==> src/rtl/mem_loader_pkg.sv <==
// Shared types and helpers for the boot memory loader.
// Imported by the loader top and its interface.
package mem_loader_pkg;

  typedef enum logic [1:0] {
    IDLE = 2'd0,
    LOAD = 2'd1,
    NEXT = 2'd2,
    DONE = 2'd3
  } ld_state_e;

  localparam int ADDR_LSB = 2;

  function automatic int unsigned sat_u(
    input int unsigned v,
    input int unsigned lim
  );
    return (v > lim) ? lim : v;
  endfunction

endpackage

==> src/rtl/mem_loader_if.sv <==
// Stream-in / BRAM-write bundle of the boot loader.
// slave = loader side, master = source/memory side.
interface mem_loader_if #(
  parameter int DATA_WIDTH = 32,
  parameter int ADDR_WIDTH = 10,
  parameter int N_CH       = 2
);
  logic                  s_valid;
  logic [DATA_WIDTH-1:0] s_data;
  logic                  s_ready;
  logic [ADDR_WIDTH-1:0] w_addr;
  logic [DATA_WIDTH-1:0] w_dat;
  logic [N_CH-1:0]       w_enb;

  modport master (
    output s_valid, s_data,
    input  s_ready, w_addr, w_dat, w_enb
  );

  modport slave (
    input  s_valid, s_data,
    output s_ready, w_addr, w_dat, w_enb
  );
endinterface

==> src/rtl/mem_loader.sv <==
// Boot loader: streams words into N_CH BRAMs in turn,
// holding the CPU stalled until every channel is filled.
module mem_loader
  import mem_loader_pkg::*;
#(
  parameter int DATA_WIDTH = 32,
  parameter int ADDR_WIDTH = 10,
  parameter int N_CH       = 2
) (
  input  logic                         clk,
  input  logic                         rst,
  input  logic                         start,
  input  logic [N_CH*(ADDR_WIDTH-1)-1:0] word_cnt,
  mem_loader_if.slave                  bus,
  output logic                         busy,
  output logic                         done,
  output logic                         cpu_stall
);

  localparam int CW = ADDR_WIDTH - 1;
  localparam int IW = ADDR_WIDTH - ADDR_LSB;
  localparam int HW = (N_CH > 1) ? $clog2(N_CH) : 1;
  localparam int unsigned MAXW = 1 << IW;

  ld_state_e             state_q, state_d;
  logic [HW-1:0]         ch_q, ch_d;
  logic [IW-1:0]         idx_q, idx_d;
  logic [CW-1:0]         cnt_q [N_CH];
  logic [CW-1:0]         cnt_d [N_CH];
  logic [ADDR_WIDTH-1:0] w_addr_q, w_addr_d;
  logic [DATA_WIDTH-1:0] w_dat_q, w_dat_d;
  logic [N_CH-1:0]       w_enb_q, w_enb_d;
  logic                  done_q, done_d;

  logic          hs;
  logic          last_ch;
  logic          last_idx;
  logic [CW-1:0] cur_cnt;

  assign cur_cnt  = cnt_q[ch_q];
  assign hs       = bus.s_valid && (state_q == LOAD);
  assign last_ch  = (ch_q == HW'(N_CH - 1));
  assign last_idx = ({1'b0, idx_q} == (cur_cnt - 1'b1));

  always_comb begin
    state_d  = state_q;
    ch_d     = ch_q;
    idx_d    = idx_q;
    cnt_d    = cnt_q;
    w_addr_d = w_addr_q;
    w_dat_d  = w_dat_q;
    w_enb_d  = '0;
    done_d   = done_q;
    unique case (state_q)
      IDLE, DONE: begin
        if (start) begin
          // Clamp so the byte address can never wrap.
          for (int k = 0; k < N_CH; k++) begin
            cnt_d[k] = CW'(sat_u(32'(word_cnt[k*CW +: CW]), MAXW));
          end
          ch_d    = '0;
          idx_d   = '0;
          done_d  = 1'b0;
          state_d = NEXT;
        end
      end
      NEXT: begin
        if (cur_cnt != '0) begin
          state_d = LOAD;
        end else if (last_ch) begin
          state_d = DONE;
          done_d  = 1'b1;
        end else begin
          ch_d = ch_q + 1'b1;
        end
      end
      LOAD: begin
        if (hs) begin
          w_enb_d[ch_q] = 1'b1;
          w_dat_d       = bus.s_data;
          w_addr_d      = {idx_q, 2'b00};
          if (last_idx) begin
            idx_d = '0;
            if (last_ch) begin
              state_d = DONE;
              done_d  = 1'b1;
            end else begin
              ch_d    = ch_q + 1'b1;
              state_d = NEXT;
            end
          end else begin
            idx_d = idx_q + 1'b1;
          end
        end
      end
      default: state_d = IDLE;
    endcase
  end

  always_ff @(posedge clk) begin
    if (!rst) begin
      state_q  <= IDLE;
      ch_q     <= '0;
      idx_q    <= '0;
      w_addr_q <= '0;
      w_dat_q  <= '0;
      w_enb_q  <= '0;
      done_q   <= 1'b0;
      for (int k = 0; k < N_CH; k++) cnt_q[k] <= '0;
    end else begin
      state_q  <= state_d;
      ch_q     <= ch_d;
      idx_q    <= idx_d;
      w_addr_q <= w_addr_d;
      w_dat_q  <= w_dat_d;
      w_enb_q  <= w_enb_d;
      done_q   <= done_d;
      cnt_q    <= cnt_d;
    end
  end

  assign bus.s_ready = (state_q == LOAD);
  assign bus.w_addr  = w_addr_q;
  assign bus.w_dat   = w_dat_q;
  assign bus.w_enb   = w_enb_q;
  assign busy        = (state_q == LOAD) || (state_q == NEXT);
  assign done        = done_q;
  assign cpu_stall   = !done_q;

endmodule
==> src/flat_wrapper.sv <==
// flat-port wrapper written by rule: the top's interface ports become plain ports
module mem_loader_flat import mem_loader_pkg::*;
#(
  parameter int DATA_WIDTH = 32,
  parameter int ADDR_WIDTH = 10,
  parameter int N_CH       = 2
)
  (clk, rst, start, word_cnt, busy, done, cpu_stall, bus_s_valid, bus_s_data, bus_s_ready, bus_w_addr, bus_w_dat, bus_w_enb);
  mem_loader_if #(.DATA_WIDTH(DATA_WIDTH), .ADDR_WIDTH(ADDR_WIDTH), .N_CH(N_CH)) bus_i ();
  input  logic clk;
  input  logic rst;
  input  logic start;
  input  logic [N_CH*(ADDR_WIDTH-1)-1:0] word_cnt;
  output logic busy;
  output logic done;
  output logic cpu_stall;
  input wire logic [$bits(bus_i.s_valid)-1:0] bus_s_valid;
  input wire logic [$bits(bus_i.s_data)-1:0] bus_s_data;
  output wire logic [$bits(bus_i.s_ready)-1:0] bus_s_ready;
  output wire logic [$bits(bus_i.w_addr)-1:0] bus_w_addr;
  output wire logic [$bits(bus_i.w_dat)-1:0] bus_w_dat;
  output wire logic [$bits(bus_i.w_enb)-1:0] bus_w_enb;
  assign bus_i.s_valid = bus_s_valid;
  assign bus_i.s_data = bus_s_data;
  assign bus_s_ready = bus_i.s_ready;
  assign bus_w_addr = bus_i.w_addr;
  assign bus_w_dat = bus_i.w_dat;
  assign bus_w_enb = bus_i.w_enb;
  mem_loader #(.DATA_WIDTH(DATA_WIDTH), .ADDR_WIDTH(ADDR_WIDTH), .N_CH(N_CH)) u_core (.clk(clk), .rst(rst), .start(start), .word_cnt(word_cnt), .bus(bus_i), .busy(busy), .done(done), .cpu_stall(cpu_stall));
endmodule
==> config.mk <==
export PLATFORM = sky130hd
export DESIGN_NAME = mem_loader_flat
export DESIGN_NICKNAME = d
export VERILOG_FILES = /design/src/rtl/mem_loader_pkg.sv /design/src/rtl/mem_loader_if.sv /design/src/rtl/mem_loader.sv /design/src/flat_wrapper.sv
export SDC_FILE = /design/constraint.sdc
export NUM_CORES = 1
export LEC_CHECK = 0
export ABC_CLOCK_PERIOD_IN_PS = 2760
export BUFFER_PORTS_ARGS = -buffer_cell sky130_fd_sc_hd__buf_4
export CAP_MARGIN = 20
export CORE_ASPECT_RATIO = 0.8
export CORE_MARGIN = 4
export CORE_UTILIZATION = 35
export CTS_CLUSTER_DIAMETER = 200
export DETAILED_ROUTE_END_ITERATION = 7
export PLACE_DENSITY = 0.6
export SLEW_MARGIN = 20
export SYNTH_ARGS = -nofsm -noshare
export SYNTH_HDL_FRONTEND = slang
export SYNTH_SLANG_ARGS = --single-unit
==> constraint.sdc <==
create_clock -name clk -period 2.76 [get_ports clk]
set_clock_uncertainty 0.05 [all_clocks]
set_input_delay 0.276 -clock clk [delete_from_list [all_inputs] [get_ports clk]]
set_output_delay 0.276 -clock clk [all_outputs]
set_load 0.02 [all_outputs]
* After elaboration in Yosys (flattened, before gate mapping)
Index checks and enable logic that the tools add are counted.
** Word-level totals
- Output and inout port bits :: 48
- Latch bits :: 0
- Logic and storage cells :: 70
- Register bits after elaboration :: 72
- Bits of input ports :: 54
- ROM bits :: 0
- Memories kept :: 0
- Memory bits (writable) :: 0
** Cells by class
- Bitwise gates (word level) :: 1
- $lt $le $gt $ge :: 5
- Muxes and demuxes :: 29
- Divide/modulo/power cells :: 0
- Shifts and indexed selects :: 0
- $add $sub $neg :: 3
- Equality and inequality tests :: 9
- Reductions and logical operators :: 14
- Multipliers :: 0
** Operators with widths (number)
- $mux W9 :: 5
- $mux W8 :: 3
- $gt A9 B9 Y1 const B :: 2
- $pmux W8 S2 :: 1
- $mux W1 :: 11
- $mux W2 :: 5
- $eq A8 B9 Y1 :: 1
- $reduce_bool A9 Y1 :: 1
- $sub A9 B1 Y9 const B :: 1
- $add A8 B1 Y8 const B :: 1
- $reduce_and A4 Y1 :: 2
- $pmux W1 S3 :: 2
- $pmux W2 S3 :: 1
- $reduce_and A3 Y1 :: 2
- $eq A2 B2 Y1 const B :: 2
- $ne A2 B1 Y1 const B :: 2
- $ne A2 B2 Y1 const B :: 2
- $reduce_and A2 Y1 :: 2
- $ne A3 B1 Y1 const B :: 1
- $eq A2 B1 Y1 const B :: 1
- $ge A2 B2 Y1 const B :: 1
- $logic_and A1 B1 Y1 :: 2
- $logic_not A2 Y1 :: 1
- $lt A1 B2 Y1 const B :: 1
- other kinds (8) :: 8

* Longest topological paths before layout
- Word-level depth :: 9
- Mapped depth :: 12
- Mapped depth without buffers :: 9

* Worst setup path after synthesis
Ideal clock, no wire load.
- Path type :: reg2reg
- From :: register u_core.ch_q
- To :: register u_core.state_q[0]
- Cell stages (with the launch flop) :: 13
- Slack :: 0.205 ns
- Clock period less this slack :: 2.555 ns
- Buffers on the path :: 3
- Library setup time :: 0.072 ns
- Arrival :: 2.433 ns
- Cells stage by stage :: dfxtp_1 buf_4 buf_6 buf_2 mux2i_1 ha_1 xor2_1 xnor2_1 nor3_1 o211ai_1 o31a_2 nor3_4 mux2i_1
** On the way
- Word-level cells in the longest chain between the ends :: 8
- Elaborated cells between the ends (all ways) :: 15
- Classes of those cells :: add/sub: 1; eq/ne: 3; mux: 8; bitwise: 1; reduce/logical: 2
** RTL lines
- from (decl) :: line mem_loader.sv:26 : logic [HW-1:0] ch_q, ch_d;
- from (signal assigned) :: line mem_loader.sv:112 : ch_q <= ch_d;
- $not A1 Y2 (implied by the code) :: line mem_loader.sv:40 : assign cur_cnt = cnt_q[ch_q];
- $mux W9 (implied by the code) (3 in a row) :: line mem_loader.sv:40
- $sub A9 B1 Y9 :: line mem_loader.sv:43 : assign last_idx = ({1'b0, idx_q} == (cur_cnt - 1'b1));
- $eq A8 B9 Y1 :: line mem_loader.sv:43
- $ne A2 B1 Y1 (no source line)
- $reduce_and A4 Y1 (no source line)
- to (signal assigned) :: line mem_loader.sv:111 : state_q <= state_d;
- to (decl) :: line mem_loader.sv:25 : ld_state_e state_q, state_d;
Parallel ways exist; a longest one is shown, timed or not. The select of a mux whose other input is x is not followed.
A chain may end at the register's enable or synchronous reset.

* Worst setup path in the final report
Same ends and word-level chain as after synthesis.

==> results.md <==
Run status:
- The run finished with clean final reports.

Cells and area:
- The repair_antennas step left the layout with diodes totalling 0.
- Across the whole layout, storage elements account for 1440 um^2.
- The fraction of final layout cells with drive strength greater than 1 is 0.271.
- Fill cells in the final layout number 901.
- In the layout the commonest cells are sky130_fd_sc_hd__buf_4 (108), sky130_fd_sc_hd__nand2_1 (96), sky130_fd_sc_hd__dfxtp_1 (71).
- Excluding fillers, the count of instances in the completed layout stands at 606.
- The area of the multi-input gates is 1760 um^2.
- Compared with the post-synthesis result, the final layout area differs by 34.1%.
- After the last flow step, the layout net total stands at 544.
- The library cell used most frequently in the layout, excluding fill and tap cells, is sky130_fd_sc_hd__buf_4.

Logic synthesis:
- The number of storage elements in the synthesis netlist is 72.
- Synthesis instantiated 50 different standard cells from the library.
- The synthesized instance count is 395.
- The average instance in the mapped netlist occupies 8.47 um^2.
- For this run, asynchronously set or reset flops after synthesis account for 0.
- The mapped cell area is 3350 um^2.
- The share of the Yosys chip area taken by registers is 0.431.
- Yosys mapped a number of flops with a built-in enable equal to 0.
- The most instantiated flip-flop cell in the synthesis netlist is sky130_fd_sc_hd__dfxtp_1.
- The total number of yosys warnings is 0.

Die:
- In this run the count of I/O pins placed on the die edge is 102.
- The x dimension of the die is 117 um.
- The floorplan die area is 11200 um^2.
- The die height is 95.5 um.
- For this configuration, the core starts out at a cell density of 0.364.
- After floorplanning, the core was sized to cover 9190 um^2.
- After floorplanning, the core was divided into 31 placement rows.

Worst setup path:
- The critical path crosses 8 cells after its start point.
- The critical path goes through buf_4 -> or4_1 -> a222oi_1 -> xnor2_1 -> nand3_1 -> o31a_2 -> nor3_4 -> mux2i_1.
- The highest-delay cell along the critical path is sky130_fd_sc_hd__or4_1.
- The endpoint identified for the worst register-to-register timing path is u_core.state_q[0].
- The delay contributed by the slowest stage of the critical path is 0.48 ns.
- The required time at the endpoint of the critical path is 2.97 ns.
- The number of cell instances on the worst register-to-register path is 8.
- The critical path ends at u_core.state_q[0].
- The first element of the critical path is u_core.ch_q.
- The worst setup path is of the register to register kind.
- Setup slack on the worst reg-to-reg path comes out at 0.15 ns.
- In this run the worst path has a maximum fanout of 8.
- The startpoint class of the critical path is a register.
- The nature of the critical path endpoint is a register.
- The buffers plus inverters on the worst setup path is 1.
- The kind of cell with the highest combined delay along the critical path is simple AND/OR/NAND/NOR gates.
- The startpoint of the most critical register-to-register path is u_core.ch_q.
- The data arrival at the endpoint of the critical path is 2.82 ns.

Placed design:
- In this run the tool buffered the top-level ports with 99 buffer cells.
- Routability-driven placement finished with a final weighted congestion of 0.901.
- The number of placed instances, taps included is 590.
- The HPWL reported at the end of detailed placement is 6.08 mm.

Timing:
- The hold violation total from the final report is 0.
- The worst path needs 2.61 ns of the cycle, external delays included.
- The max-slew violation total from the final report is 0.
- The number of endpoints failing setup at the final stage is 0.
- Setup repair after global routing left no endpoint under its margin.
- The sum of negative setup slack is 0 ns.
- The slew at the pin with the worst max-slew slack is 0.614 ns.
- Dividing the final minimum period by the clock period gives 0.946.
- In this run the tightest slew margin relative to its limit is 0.591.
- The achievable frequency is 383 MHz.

CTS:
- The number of buffers created by CTS is 9.
- The maximum clock path buffer count is 2.
- The number of clock sinks is 72.
- Clock tree synthesis selected as its root buffer the cell sky130_fd_sc_hd__clkbuf_16.
- The later-pin clock latency in the skew report is 0.33 ns.
- TritonCTS built the clock tree.
- The depth of the CTS H-tree is 3.
- The clock-pin slew reported for the worst setup and hold paths after clock tree synthesis is 0.06 ns.
- The number of setup buffers added after CTS is 0.

Route:
- In this run the remaining antenna-violating nets after routing total 0.
- In the routed design, unresolved DRC markers number 0.
- The via count is 2958.
- The mean number of vias per cell is 4.88.
- The routed wire length is 8.46 mm.
- The average wire per cell in the routed design is 14.0 um.
- The initial DRC count is 148.
- The number of search-and-repair iterations in the first detailed-routing pass is 4.

GRT:
- Entering global routing, the biggest net connects 72 pins.
- For this run, the total global-route usage over all layers was measured as 0.153.
- The number of global-route vias before repair is 2849.
- The initial antenna violation count came to 0.
- Global routing finished with a remaining overflow of 0.
- The first global-routing pass estimated 14.0 mm of wire.

Power:
- For this design the static power due to leakage is 1.79 nW.
- The worst voltage drop across the vdd grid is 0.000513 V.
- The areal power density over the cells is 755 nW/um^2.

Run:
- The tool flagged a number of max-cap violations equal to 0.

Hold path:
- The hold-critical path depth is 3.
- The min-delay analysis places its worst path in the category input port to register.
[state kept, by name, summed over array words and instances, names as in the netlist]
| name | cells |
|---|---|
| u_core.cnt_q | 18 |
| u_core.bus.w_enb | 2 |
| u_core.state_q | 2 |
| u_core.done | 1 |
| u_core.ch_q | 1 |
| u_core.bus.w_dat | 32 |
| u_core.bus.w_addr | 8 |
| u_core.idx_q | 8 |
[per-stage QoR]
step / instance area [um^2] / hold slack, ns / worst slack (ns) / power [mW] / util
6_report: 4490 / 0.149 / 0.148 / 3.39 / 0.488
3_3_place_gp: 4180 / 0.401 / 0.219 / 2.20 / 0.454
5_1_grt: 4490 / 0.149 / 0.0160 / 3.58 / 0.488
2_1_floorplan: 3350 / 0.340 / 0.205 / 1.94 / -
4_1_cts: 4480 / 0.140 / 0.0877 / 3.42 / 0.488
3_5_place_dp: 4180 / 0.409 / 0.105 / 2.23 / 0.454
[tightest hold or removal path: cells and delay by family]
kind,cells,cell delay [ns]
simple gates,1,0.04
buf+inv,1,0.11
compound gates,1,0.06
[layer usage]
| metal | GRT usage | up-vias | wire length [um] |
|---|---|---|---|
| li1 | - | 1512 | - |
| met1 | 0.199 | 1366 | 4050 |
| met2 | 0.248 | 71 | 3860 |
| met3 | 0.0433 | 9 | 440 |
| met4 | 0.0537 | 0 | 107 |
| met5 | 0 | - | 0 |
[cell type report]
cell class | count | share of cell area
clock buffers | 11 | 0.0563
multi-input cells | 290 | 0.393
flip-flops and latches | 72 | 0.322
repair buffers | 108 | 0.181
clock inverters | 5 | 0.0120
well taps | 115 | 0.0321
inverters | 5 | 0.00418
[how the worst min path moves through the flow]
stage	from	end	slack, ns
floorplan	start	u_core.done	0.34
global placement	u_core.bus.w_dat[26]	u_core.bus.w_dat[26]	0.40
detailed placement	u_core.bus.w_dat[24]	u_core.bus.w_dat[24]	0.41
CTS	bus_s_data[29]	u_core.bus.w_dat[29]	0.14
global route	bus_s_data[16]	u_core.bus.w_dat[16]	0.15
finish	bus_s_data[4]	u_core.bus.w_dat[4]	0.15
[cells by family (layout without fill, tap and decap cells)]
group	count (synthesis)	after routing	synth area share
AND/OR/NAND/NOR	176	176	0.260
AO/OA/AOI/OAI	80	80	0.172
flip-flops	72	72	0.431
buffers and inverters	34	129	0.0441
XOR/XNOR	18	18	0.0471
multiplexers	10	10	0.0299
adder cells (fa/ha/maj)	4	4	0.0150
other	1	2	0.00112
[power breakdown]
part	total [mW]	internal (mW)	switching [mW]
logic	1.05	0.486	0.568
clock network	1.17	0.746	0.423
registers	1.17	1.10	0.0629
[cell usage after synthesis, types with 2 or more instances]
library cell               instances  share of area
sky130_fd_sc_hd__nand2_1          96           0.11
sky130_fd_sc_hd__dfxtp_1          72           0.43
sky130_fd_sc_hd__a21boi_0         43          0.096
sky130_fd_sc_hd__clkbuf_1         23          0.026
sky130_fd_sc_hd__nor2b_1          19          0.036
sky130_fd_sc_hd__nor3b_1          18          0.040
sky130_fd_sc_hd__a21oi_1          17          0.025
sky130_fd_sc_hd__mux2i_1          10          0.030
sky130_fd_sc_hd__nor2_1           10          0.011
sky130_fd_sc_hd__xnor2_1           9          0.024
sky130_fd_sc_hd__xor2_1            9          0.024
sky130_fd_sc_hd__nand3_1           8          0.012
sky130_fd_sc_hd__inv_1             5         0.0056
sky130_fd_sc_hd__nor3_1            5         0.0075
sky130_fd_sc_hd__ha_1              4          0.015
sky130_fd_sc_hd__nand4_1           4         0.0075
sky130_fd_sc_hd__and3_1            3         0.0056
sky130_fd_sc_hd__buf_4             3         0.0067
sky130_fd_sc_hd__a21o_1            2         0.0045
sky130_fd_sc_hd__and2_1            2         0.0037
sky130_fd_sc_hd__o21ai_0           2         0.0030
sky130_fd_sc_hd__or3_1             2         0.0037
sky130_fd_sc_hd__or3b_1            2         0.0052
[repair_timing]
item                       4_1_cts  5_1_grt
resized for setup                0        2
setup endpoints to repair        0        9
hold buffers                     0        0
Note: power is estimated with default switching activity, not from simulation.
